--- config.mk ---
export PLATFORM = sky130hd
export DESIGN_NAME = sprite_mover
export DESIGN_NICKNAME = d
export VERILOG_FILES = /design/src/rtl/sprite_mover.sv
export SDC_FILE = /design/constraint.sdc
export NUM_CORES = 1
export LEC_CHECK = 0
export ABC_CLOCK_PERIOD_IN_PS = 3000
export BUFFER_PORTS_ARGS = -buffer_cell sky130_fd_sc_hd__buf_2
export CORE_ASPECT_RATIO = 0.7
export CORE_UTILIZATION = 54
export CTS_CLUSTER_SIZE = 16
export DETAILED_ROUTE_END_ITERATION = 10
export PLACE_DENSITY_LB_ADDON = 0.15
export SLEW_MARGIN = 30
export SYNTH_ARGS = -nofsm -noshare
export SYNTH_HDL_FRONTEND = slang
export SYNTH_SLANG_ARGS = --single-unit
--- constraint.sdc ---
create_clock -name clk -period 3 [get_ports clk]
set_input_delay 0.6 -clock clk [delete_from_list [all_inputs] [get_ports clk]]
set_output_delay 0.6 -clock clk [all_outputs]
set_load 0.05 [all_outputs]
--- src/rtl/sprite_mover.sv ---
// Lane sprite animator: erase box, move origin with wrap inside [X_MIN, X_MAX], redraw, hold.
// Optional build macro SPRITE_CLIP_EN suppresses plot for pixels right of X_MAX.
module sprite_mover #(
  parameter int SPR_W        = 8,
  parameter int SPR_H        = 4,
  parameter int X_START      = 102,
  parameter int Y_START      = 27,
  parameter int X_MIN        = 26,
  parameter int X_MAX        = 127,
  parameter int DELAY_CYCLES = 8334,
  parameter int FRAMES       = 2
) (
  input  logic       clk,
  input  logic       resetn,
  input  logic       en,
  input  logic       dir,
  input  logic [3:0] step,
  input  logic [2:0] colour,
  output logic       plot,
  output logic [7:0] x,
  output logic [6:0] y,
  output logic [2:0] colour_out,
  output logic [7:0] x_ori,
  output logic       busy,
  output logic       done
);

  localparam int HOLD_N = DELAY_CYCLES * FRAMES;
  localparam int CW     = $clog2(SPR_W + 1);
  localparam int RW     = $clog2(SPR_H + 1);
  localparam int HW     = $clog2(HOLD_N + 1);

  localparam logic [CW-1:0] COL_LAST  = CW'(SPR_W - 1);
  localparam logic [RW-1:0] ROW_LAST  = RW'(SPR_H - 1);
  localparam logic [HW-1:0] HOLD_LAST = HW'(HOLD_N - 1);
  localparam logic [8:0]    XMIN9     = 9'(X_MIN);
  localparam logic [8:0]    XMAX9     = 9'(X_MAX);

  localparam logic [2:0] S_IDLE  = 3'd0;
  localparam logic [2:0] S_ERASE = 3'd1;
  localparam logic [2:0] S_MOVE  = 3'd2;
  localparam logic [2:0] S_DRAW  = 3'd3;
  localparam logic [2:0] S_HOLD  = 3'd4;

  // Handshake: en is a request sampled only while busy=0; the request is
  // accepted on that edge, busy stays high until the cycle after the
  // single-cycle done pulse, and no requests are queued meanwhile.
  logic [2:0]    state;
  logic [CW-1:0] col;
  logic [RW-1:0] row;
  logic [HW-1:0] hcnt;
  logic          dir_q;
  logic [3:0]    step_q;
  logic [2:0]    colour_q;

  logic       scan;
  logic       last_pix;
  logic       clip;
  logic [8:0] ori9;
  logic [8:0] s9;
  logic [8:0] sum9;
  logic [7:0] move_next;

  assign scan     = (state == S_ERASE) || (state == S_DRAW);
  assign last_pix = (col == COL_LAST) && (row == ROW_LAST);
  assign busy     = (state != S_IDLE);
  assign done     = (state == S_HOLD) && (hcnt == HOLD_LAST);

  // Wrap arithmetic is kept at 9 bits so x_ori + step cannot overflow.
  always_comb begin
    ori9      = {1'b0, x_ori};
    s9        = {5'd0, step_q};
    sum9      = ori9 + s9;
    move_next = x_ori;
    if (!dir_q) begin
      if (sum9 > XMAX9) move_next = 8'(XMIN9 + sum9 - XMAX9 - 9'd1);
      else              move_next = 8'(sum9);
    end else begin
      if (ori9 < XMIN9 + s9) move_next = 8'(XMAX9 - (XMIN9 + s9 - ori9 - 9'd1));
      else                   move_next = 8'(ori9 - s9);
    end
  end

`ifdef SPRITE_CLIP_EN
  logic [8:0] px9;
  assign px9  = ori9 + 9'(col);
  assign clip = (px9 > XMAX9);
`else
  assign clip = 1'b0;
`endif

  assign plot       = scan && !clip;
  assign x          = scan ? (x_ori + 8'(col)) : x_ori;
  assign y          = 7'(Y_START) + (scan ? 7'(row) : 7'd0);
  assign colour_out = (state == S_DRAW) ? colour_q : 3'd0;

  always_ff @(posedge clk) begin
    if (!resetn) begin
      state    <= S_IDLE;
      col      <= '0;
      row      <= '0;
      hcnt     <= '0;
      x_ori    <= 8'(X_START);
      dir_q    <= 1'b0;
      step_q   <= 4'd0;
      colour_q <= 3'd0;
    end else begin
      case (state)
        S_IDLE: begin
          col  <= '0;
          row  <= '0;
          hcnt <= '0;
          if (en) begin
            dir_q    <= dir;
            step_q   <= step;
            colour_q <= colour;
            state    <= S_ERASE;
          end
        end
        S_ERASE, S_DRAW: begin
          if (last_pix) begin
            col   <= '0;
            row   <= '0;
            state <= (state == S_ERASE) ? S_MOVE : S_HOLD;
          end else if (col == COL_LAST) begin
            col <= '0;
            row <= row + 1'b1;
          end else begin
            col <= col + 1'b1;
          end
        end
        S_MOVE: begin
          x_ori <= move_next;
          state <= S_DRAW;
        end
        S_HOLD: begin
          if (hcnt == HOLD_LAST) begin
            hcnt  <= '0;
            state <= S_IDLE;
          end else begin
            hcnt <= hcnt + 1'b1;
          end
        end
        default: state <= S_IDLE;
      endcase
    end
  end

endmodule

# Word level (Yosys, flattened, before mapping)
# Index checks and enable logic that the tools add are counted.
[totals]
reg_bits = 41
out_inout_bits = 29
wordCells = 65
[op_classes]
add_sub_neg = 14
n_lt_le_gt_ge = 2
eq_ne = 11
muxes = 19
n_reduce_logical = 11
[ops]
columns = ["op", "n"]
rows = [
  ["$mux 8", 4],
  ["$pmux 15 s2", 1],
  ["$mux 3", 8],
  ["$sub 8x1->8 const B", 2],
  ["$add 15x1->15 const B", 1],
  ["$eq 15x15->1 const B", 1],
  ["$mux 15", 1],
  ["$pmux 3 s4", 1],
  ["$add 8x4->9", 1],
  ["$eq 3x2->1 const B", 3],
  ["$gt 9x7->1 const B", 1],
  ["$lt 8x9->1", 1],
  ["$add 5x8->8 const A", 1],
  ["$add 8x4->8", 1],
  ["$mux 4", 2],
  ["$pmux 4 s2", 1],
  ["$sub 6x8->8", 1],
  ["$sub 7x8->8 const A", 1],
  ["$sub 8x4->8", 1],
  ["$sub 8x7->8 const B", 1],
  ["$add 5x3->6 const A", 1],
  ["$add 5x4->6 const A", 1],
  ["$pmux 3 s2", 1],
  ["$add 4x1->4 const B", 1],
  ["other kinds (15)", 19],
]

# Logic depth before layout (Yosys ltp)
# Gate-level depths: netlist (run 1).
[logic_depth]
ltp_word = 6
depth_mapped = 13
ltp_nobuf = 13

# Least setup slack after synthesis (run 1)
# Ideal clock, no wire load.
[synth_path]
kind = "reg-to-output"
from = "register x_ori[1]"
to = "output x[6]"
t_arrival_ns = 2.749
required_time_ns = 2.400
slack_ns = -0.349
path_stages_with_launch = 8
cell_sequence = "dfxtp_1 > inv_1 > fa_1 > nor2b_1 > o21ai_0 > a21oi_1 > nand2_1 > xnor2_1"
[synth_via]
elab_chain_cells = 2
[synth_rtl]
columns = ["item", "line_no", "text"]
rows = [
  ["start, declared", "23", "output logic [7:0] x_ori,"],
  ["start signal, assigned", "103", "x_ori <= 8'(X_START);"],
  ["start signal, assigned", "133", "x_ori <= move_next;"],
  ["$add 8x4->8", "93", "assign x = scan ? (x_ori + 8'(col)) : x_ori;"],
  ["$mux 8", "93", ""],
  ["end, declared", "20", "output logic [7:0] x,"],
]
# No other way between the ends.

# Worst setup path after layout (run 1)
[layout_path]
from = "register step_q[1]"
to = "register x_ori[6]"
[layout_via]
elab_chain_cells = 6
word_cells_on_any_way = 14
[layout_rtl]
columns = ["item", "line_no", "text"]
rows = [
  ["start, declared", "53", "logic [3:0] step_q;"],
  ["start signal, assigned", "115", "step_q <= step;"],
  ["$add 8x4->9 or $add 5x4->6 (tied branches)", "73, 79", ""],
  ["$add 5x8->8 or $sub 6x8->8 (tied branches)", "76, 79", ""],
  ["$sub 8x7->8 or $sub 8x1->8 (tied branches)", "76, 79", ""],
  ["$sub 8x1->8 or $sub 7x8->8 (tied branches)", "76, 79", ""],
  ["$mux 8, on equally long branches", "76, 79", ""],
  ["$mux 8 (*)", "75", "if (!dir_q) begin"],
]
# Mark *: on every way between the ends. The rest lies on a longest branch, timed or not.
# A chain may end at the register's enable or synchronous reset.

==> flow_summary.ini, run 1 <==
[job]
drv_cap = 0

[cells_and_area]
nNetsFinal = 539
fin_cells = 565
area_growth_pct = 15.1
fin_area_um2 = 3940
final_util_pct = 66.5
drive_above_1_share_pct = 18.4
diodes = 0
n_fill_cell = 537

[logic_synthesis]
avgSynthCellArea_um2 = 7.59
yosysWarnings = 0
synth_edf_count = 0
async_flop_share_pct = 0
synthesis.instances = 451
synthesis.area_um2 = 3420
yosysSeqAreaShare_pct = 24.0
ys_types = 63
ys_ff_latch = 41
synthFlopType = dfxtp_1
syn_nets = 500

[critical_path]
crit_type = reg2reg
end_kind = flip-flop
critPathLaunchType = flip-flop
crit_fanout = 4
cp.arrival_ns = 3.11
critPathRequiredTime_ns = 3.21

[run_status]
status = finished, final reports clean

[global_routing]
gr-total-overflow = 0
antenna_found_initial = 0
track_usage_pct = 27.4
grt_pass1_wl_mm = 14.3
grt_pass1_vias = 2822
grt_max_degree = 32

[cts]
clock_latency_ns = 0.30
root_buffer = clkbuf_8
cts_buffers = 5
clock_path_buffers = 2
postCtsSetupBuffers = 0
path_clk_slew_ns = 0.08
htree_num_levels = 2
cts_tree = built
cts_hold_buffers = 0
clock-sinks = 41

[drt]
avgViaCountPerCell = 6.08
num_vias = 3435
firstDrtPassIters = 5
drc_errors = 0
drt_iter0_markers = 233
wl_per_cell_um = 16.4
drt-total-wl_mm = 9.24
drtAntennaViolNets = 0

[power_and_ir_drop]
p_per_area_nw_per_um2 = 322
vdd_drop_max_v = 0.000184
finalPower_w = 0.00127
power_leakage_nw = 1.67

[timing]
finalHoldViolations = 0
period_share_pct = 96.7
tightest_slew_ns = 0.586
slew_viol_final = 0
clock_skew_ns = 0.00411
finalSetupTns_ns = 0
rsz0062_at_grt = no
period_needed_ns = 2.90
setup_viol = 0
fmax_mhz = 345
slew-limit-headroom_pct = 60.8

[die]
initial_core_util_pct = 57.7
core_area_um2 = 5930
dieArea_um2 = 6670
rows = 23
io-pin-count = 40
die_h_um = 68.6
die_x_um = 97.2

[min_path]
hold_class = reg2reg

[place]
port_buffers = 38
postPlaceCellArea_um2 = 3750
dp.cells = 558
dpl.hpwl_mm = 6.98
gp_congestion = 0.918
per-stage QoR:
| step | setup WS [ns] | hold WS, ns |
|---|---|---|
| 2_1_floorplan | -0.0548 | 0.432 |
| 3_3_place_gp | 0.117 | 0.440 |
| 3_5_place_dp | -0.0247 | 0.443 |
| 4_1_cts | 0.00360 | 0.455 |
| 5_1_grt | 0.00190 | 0.480 |
| 6_report | 0.0999 | 0.456 |
repair_timing:
item / 4_1_cts / 5_1_grt
setup endpoints to repair: 4 / 5
pin swaps: 0 / 5
resized for setup: 3 / 19
cloned: 0 / 0
cells by family after synthesis:
group	synth area share (%)
DFF	24.0
and+or+nand+nor	24.7
adders and majority gates	15.2
buffers and inverters	6.62
other	0.110
muxes	0.950
xor gates and xnor gates	5.12
AOI/OAI and AO/OA	23.3
worst max-delay path: stages, from the launching register on:
cell      delay (ns)
dfxtp_2         0.33
ha_1            0.13
inv_1           0.04
ha_1            0.27
ha_2            0.18
inv_1           0.06
fa_2            0.59
nor2b_1         0.08
a221oi_2        0.27
xnor2_1         0.10
mux2_2          0.27
a211o_1         0.30
o31ai_2         0.20
cell usage after synthesis, types with 3 or more instances:
master	n	area, µm²
a31oi_1	6	37.5
fa_1	6	120
nor2b_1	8	50.1
o21a_1	5	37.5
xnor2_1	17	149
nand3_1	14	70.1
nor3b_1	4	30.0
ha_1	32	400
o311ai_1	3	26.3
o21ai_1	12	60.1
nor2_1	34	128
xor2_1	3	26.3
nor4_1	5	31.3
nand2_1	51	191
and3_1	10	62.6
a211oi_1	8	60.1
inv_1	30	113
o21ai_0	17	85.1
a21oi_1	37	185
o211a_1	3	30.0
or3_1	4	25.0
nor3_1	9	45.0
a311oi_1	5	43.8
nand4_1	3	18.8
clkbuf_1	17	63.8
dfxtp_1	41	821
buf_4	4	30.0
o31a_1	3	26.3
nand2b_1	10	62.6
and2_1	6	37.5
o211ai_1	6	45.0
sequential cells by signal (all words and copies together) (netlist names):
signal / count
x_ori: 8
hcnt: 15
state: 3
row: 3
col: 4
step_q: 4
colour_q: 3
dir_q: 1
layout make-up:
type                    instances  area, µm²  area share [%]
clock buffers                   5       68.8            1.75
clock inverters                 2       35.0           0.889
inverters                      34        128            3.24
multi-input cells             354       2470            62.8
flip-flops and latches         41        830            21.1
well taps                      75       93.8            2.38
repair buffers                 54        313            7.94
final timing paths:
path | from | end | slack, ns | depth (start not counted)
worst max-delay path | step_q[1] | x_ori[6] | 0.1 | 12
worst min-delay path | colour_q[0] | colour_q[0] | 0.46 | 2
worst max register to register | step_q[1] | x_ori[6] | 0.1 | 12
worst min register to register | colour_q[0] | colour_q[0] | 0.46 | 2
layout by cell type (no fill, tap or decap), types with 10 or more instances in the layout:
| cell type | instances |
|---|---|
| and3_1 | 10 |
| nand2_1 | 51 |
| nand3_1 | 14 |
| buf_4 | 17 |
| a21oi_1 | 34 |
| inv_1 | 30 |
| xnor2_1 | 14 |
| nor2_1 | 34 |
| buf_2 | 37 |
| o21ai_0 | 15 |
| ha_1 | 29 |
| o21ai_1 | 13 |
| dfxtp_1 | 36 |
| nand2b_1 | 10 |
report_power, final:
part,leakage [nW],internal [W],total (W),switching (W)
logic,1.29,0.0000960,0.000259,0.000163
clock network,0.0540,0.000242,0.000447,0.000205
registers,0.334,0.000553,0.000564,0.0000110
layer usage:
| metal | vias up | global-route usage (%) | share of wire (%) |
|---|---|---|---|
| met5 | - | 0 | 0 |
| met1 | 1586 | 42.1 | 51 |
| met4 | 0 | 5.22 | 0.48 |
| li1 | 1679 | - | - |
| met3 | 4 | 5.24 | 8.5 |
| met2 | 166 | 39.3 | 40 |
Note: power is estimated with default switching activity, not from simulation.
==> run 2: changes to the inputs <==
Settings changed: ABC_AREA from default to 1, SLEW_MARGIN 30 to default.
==> run 2 against run 1 <==
Worst hold slack better by 0.0037 ns. Register-to-register slack better by 0.24 ns. Clock skew is 0.0025 ns higher. Combinational power grew to 11 times the previous value. Setup slack better by 0.040 ns. Routed wire length is 2.5% higher. First-iteration DRC count is 38% higher. Critical path type is now reg2out. Largest power group is now combinational cells.
==> flow_summary.ini, run 2 <==
[global_routing]
track_usage_pct = 28.2
antenna_found_initial = 0
gr-total-overflow = 0
grt_pass1_vias = 3167
grt_pass1_wl_mm = 15.5
grt_max_degree = 23

[drt]
num_vias = 3673
drt_iter0_markers = 321
avgViaCountPerCell = 5.47
drtAntennaViolNets = 0
wl_per_cell_um = 14.1
drc_errors = 0
firstDrtPassIters = 6
drt-total-wl_mm = 9.47

[cells_and_area]
final_cell_mix = nand2_1 (126), inv_1 (65), a21oi_1 (44)
n_fill_cell = 576
final_common_cell = nand2_1
diodes = 0
final_util_pct = 63.1
reg.largest.list = hcnt x15, x_ori x8
drive_above_1_share_pct = 16.9
nNetsFinal = 628
largest_register_ffs = 15
area_growth_pct = 11.1
regMostFlops = hcnt

[critical_path]
crit_fanout = 5
cpPeakStageDelay_ns = 0.39
crit_family = compound AO/OA/AOI/OAI gates
cp_num_buf_inv = 3
crit_type = reg2out
path_cells = ha_2 > nand2_1 > nor2_1 > a211oi_2 > nor2_1 > o211ai_1 > buf_4 > xor2_1 > inv_1 > buf_2
end_kind = primary output
cp.arrival_ns = 2.26
crit_slowest_cell = dfxtp_1
crit_top_cell = nor2_1
critPathLaunchType = flip-flop
critPathRequiredTime_ns = 2.40

[logic_synthesis]
synth_edf_count = 0
yosysWarnings = 0
syn_nets = 592
yosysTopAreaCellShare_pct = 22.8
async_flop_share_pct = 0
synthesis.area_um2 = 3600
ys_types = 41
ys_ff_latch = 41
yosys.area.top_type = dfxtp_1
synth_area_leaders = dfxtp_1 (23%), nand2_1 (13%), ha_1 (11%)
synthesis.instances = 543
synthFlopType = dfxtp_1
yosysSeqAreaShare_pct = 22.8
synth_common_cells = nand2_1 (126), inv_1 (66), a21oi_1 (44), dfxtp_1 (41), o21ai_0 (41)
avgSynthCellArea_um2 = 6.63
synth.most_common_cell = nand2_1

[power_and_ir_drop]
p_per_area_nw_per_um2 = 988
vdd_drop_max_v = 0.000836
power_leakage_nw = 1.76
finalPower_w = 0.00395

[cts]
clock_latency_ns = 0.30
cts_hold_buffers = 0
htree_num_levels = 2
root_buffer = clkbuf_8
path_clk_slew_ns = 0.08
clock-sinks = 41
cts_tree = built
clock_path_buffers = 2
cts_buffers = 5

[place]
dpl.hpwl_mm = 7.37
place_ws_ns = 0.279
gp_congestion = 0.932
port_buffers = 38

[die]
die_x_um = 99.6
dieArea_um2 = 7000
die_h_um = 70.3
core_area_um2 = 6340
io-pin-count = 40
rows = 24
initial_core_util_pct = 56.8

[timing]
post-route-worst-setup-slack_ns = 0.139
tightest_slew_ns = 0.720
rsz0062_at_grt = no
worst_hold_slack_ns = 0.460
finalHoldViolations = 0
fmax_mhz = 350
clock_skew_ns = 0.00665
slew_viol_final = 0
period_needed_ns = 2.86
slew-limit-headroom_pct = 51.9
setup_viol = 0
period_share_pct = 95.4

[run_status]
status = finished, final reports clean

[min_path]
hold_class = reg2reg

[job]
drv_cap = 0
-- run 2: path summary, 6_finish.rpt --
| check | startpoint | to | slack [ns] | cells after the start |
|---|---|---|---|---|
| setup / recovery | col[2] | x[5] | 0.14 | 10 |
| hold reg to reg | colour_q[0] | colour_q[0] | 0.46 | 2 |
| setup reg to reg | step_q[2] | x_ori[5] | 0.34 | 14 |
| hold / removal | colour_q[0] | colour_q[0] | 0.46 | 2 |
-- run 2: cell type report --
| cell class | count | area, µm² | area share, % |
|---|---|---|---|
| multi-input cells | 408 | 2430 | 60.7 |
| flip-flops and latches | 41 | 833 | 20.8 |
| inverters | 78 | 295 | 7.38 |
| repair buffers | 45 | 249 | 6.23 |
| well taps | 91 | 114 | 2.85 |
| clock buffers | 8 | 80.1 | 2.00 |
-- run 2: logic make-up after synthesis --
| kind of cell | after synthesis | share of synthesized area [%] |
|---|---|---|
| other | 1 | 0.104 |
| xor gates and xnor gates | 15 | 3.65 |
| adders and majority gates | 38 | 14.5 |
| AOI/OAI and AO/OA | 104 | 15.9 |
| DFF | 41 | 22.8 |
| and+or+nand+nor | 250 | 32.5 |
| buffers and inverters | 94 | 10.6 |
-- run 2: per-stage QoR --
stage / TNS (ns) / instance area, µm² / instances
6_report: 0 / 4000 / 671
5_1_grt: 0 / 4000 / 671
4_1_cts: 0 / 3970 / 670
3_5_place_dp: 0 / 3880 / 662
3_3_place_gp: 0 / 3880 / 662
2_1_floorplan: -0.0338 / 3620 / 543
-- run 2: metal layers --
layer  GRT usage, %  routed length [µm]
met5              0                   0
met4           6.21                  75
met1           43.6                4680
met3           5.71                 913
met2           39.7                3800
-- run 2: worst min-delay path: stages, from the launching register on --
cell and delay, ns:
dfxtp_1 0.30, inv_1 0.06, a21oi_1 0.06
-- run 2: power by group --
| group | switching [W] | internal, W | leakage, nW |
|---|---|---|---|
| Combinational | 0.00193 | 0.000859 | 1.38 |
| Sequential | 0.000148 | 0.000653 | 0.335 |
| Clock | 0.000194 | 0.000166 | 0.0395 |
-- run 2: what timing repair did --
action	in CTS	in global routing
pin swaps	0	2
resized for setup	2	11
endpoints found under the hold margin	0	0
setup buffers	0	1
setup endpoints to repair	2	4
==> run 3: changes to the inputs <==
Settings changed: RECOVER_POWER from default to 100.
==> run 3 against run 2 <==
Flip-flop and latch count did not move. Clock-buffer cell count did not move. Global-route usage did not move. Die area did not move. Highest routed layer unchanged.
==> flow_summary.ini, run 3 (synthesis results as in run 2) <==
[global_routing]
gr-total-overflow = 0
grt_pass1_vias = 3167
track_usage_pct = 28.2
grt_max_degree = 23
grt_pass1_wl_mm = 15.5
antenna_found_initial = 0

[cts]
cts_tree = built
clock_latency_ns = 0.30
cts_buffers = 5
path_clk_slew_ns = 0.08
clock-sinks = 41
clock_path_buffers = 2
root_buffer = clkbuf_8
htree_num_levels = 2

[cells_and_area]
area_growth_pct = 9.91
fin_cells = 671
n_fill_cell = 589
nNetsFinal = 628
fin_area_um2 = 3960
regMostFlops = hcnt
diodes = 0
largest_register_ffs = 15
reg.largest.list = hcnt x15, x_ori x8
final_cell_mix = nand2_1 (126), inv_1 (68), a21oi_1 (44)
final_common_cell = nand2_1
drive_above_1_share_pct = 13.1

[power_and_ir_drop]
power_frac_comb_pct = 70.4
p_sw_w = 0.00228
power_leakage_nw = 1.71
finalPower_w = 0.00393
vdd_drop_max_v = 0.000828
intPower_w = 0.00165
p_per_area_nw_per_um2 = 993
sw_frac_of_total_pct = 58.0
clock_power_share_pct = 9.1
pwr-share-seq_pct = 20.5

[timing]
rsz0062_at_grt = no
tightest_slew_ns = 0.741
slew_viol_final = 0
fmax_mhz = 350
period_share_pct = 95.3
period_needed_ns = 2.86
setup_viol = 0
finalHoldViolations = 0
worst_hold_slack_ns = 0.461
clock_skew_ns = 0.00613
post-route-worst-setup-slack_ns = 0.140
slew-limit-headroom_pct = 50.6

[min_path]
hold_class = reg2reg
hold_depth = 2

[die]
io-pin-count = 40
core_area_um2 = 6340
die_x_um = 99.6
die_h_um = 70.3
dieArea_um2 = 7000
rows = 24
initial_core_util_pct = 56.8

[critical_path]
crit_type = reg2out
reg2reg_depth = 15
critPathRequiredTime_ns = 2.40
crit_fanout = 5
end_kind = primary output
cp.arrival_ns = 2.26
critPathLaunchType = flip-flop

[drt]
drt_iter0_markers = 321
drt-total-wl_mm = 9.53
avgViaCountPerCell = 5.49
num_vias = 3684
drtAntennaViolNets = 0
firstDrtPassIters = 6
wl_per_cell_um = 14.2
drc_errors = 0

[place]
postPlaceCellArea_um2 = 3880
dp.cells = 662
place_ws_ns = 0.279
dpl.hpwl_mm = 7.37
port_buffers = 38
gp_congestion = 0.932

[run_status]
status = finished, final reports clean

[job]
drv_cap = 0
run 3: cell count changes in the layout (fill, tap and decap cells not counted), sizes merged:
cell / before / now
clkbuf: 8 / 33
buf: 45 / 20
run 3: cell type report:
cell class	count	area (µm²)	area share, %
clock buffers	8	80.1	2.02
inverters	78	295	7.47
multi-input cells	408	2400	60.8
flip-flops and latches	41	833	21.1
well taps	91	114	2.88
repair buffers	45	229	5.79
run 3: what timing repair did:
| action | in CTS | in global routing |
|---|---|---|
| pin swaps | 0 | 2 |
| endpoints found under the setup margin | 2 | 4 |
| buffers inserted | 0 | 1 |
| gates resized for setup | 2 | 11 |
| hold endpoints to repair | 0 | 0 |
| hold buffers | 0 | 0 |
run 3: final timing paths:
| path | from | slack [ns] | to |
|---|---|---|---|
| setup / recovery | col[2] | 0.14 | x[5] |
| hold / removal | colour_q[0] | 0.46 | colour_q[0] |
| setup reg to reg | x_ori[0] | 0.22 | x_ori[2] |
| hold reg to reg | colour_q[0] | 0.46 | colour_q[0] |
run 3: power by group through the flow:
stage          registers, W  clock network [W]  logic [W]
2_1_floorplan      0.000875                  0    0.00205
3_3_place_gp       0.000790                  0    0.00267
3_5_place_dp       0.000800                  0    0.00272
4_1_cts            0.000791           0.000363    0.00274
5_1_grt            0.000818           0.000385    0.00306
6_report           0.000803           0.000358    0.00277
run 3: per-stage QoR:
| step | util, % | setup TNS (ns) |
|---|---|---|
| after detailed placement | 61.3 | 0 |
| after floorplan | - | -0.0338 |
| final | 62.4 | 0 |
| after global placement | 61.3 | 0 |
| after CTS | 62.6 | 0 |
| after global routing | 62.4 | 0 |
run 3: worst max-delay path, stage by stage, from the launching register on:
cell and delay, ns:
dfxtp_1 0.39, ha_2 0.33, nand2_1 0.09, nor2_1 0.06, a211oi_2 0.21, nor2_1 0.07, o211ai_1 0.28, buf_4 0.17
xor2_1 0.13, inv_1 0.04, buf_2 0.20
run 3: layer usage:
metal,part of all wire (%),global-route usage [%],wire length [µm]
met1,51,43.6,4830
met2,40,39.7,3800
met3,8.4,5.71,804
met4,0.91,6.21,87
met5,0,0,0
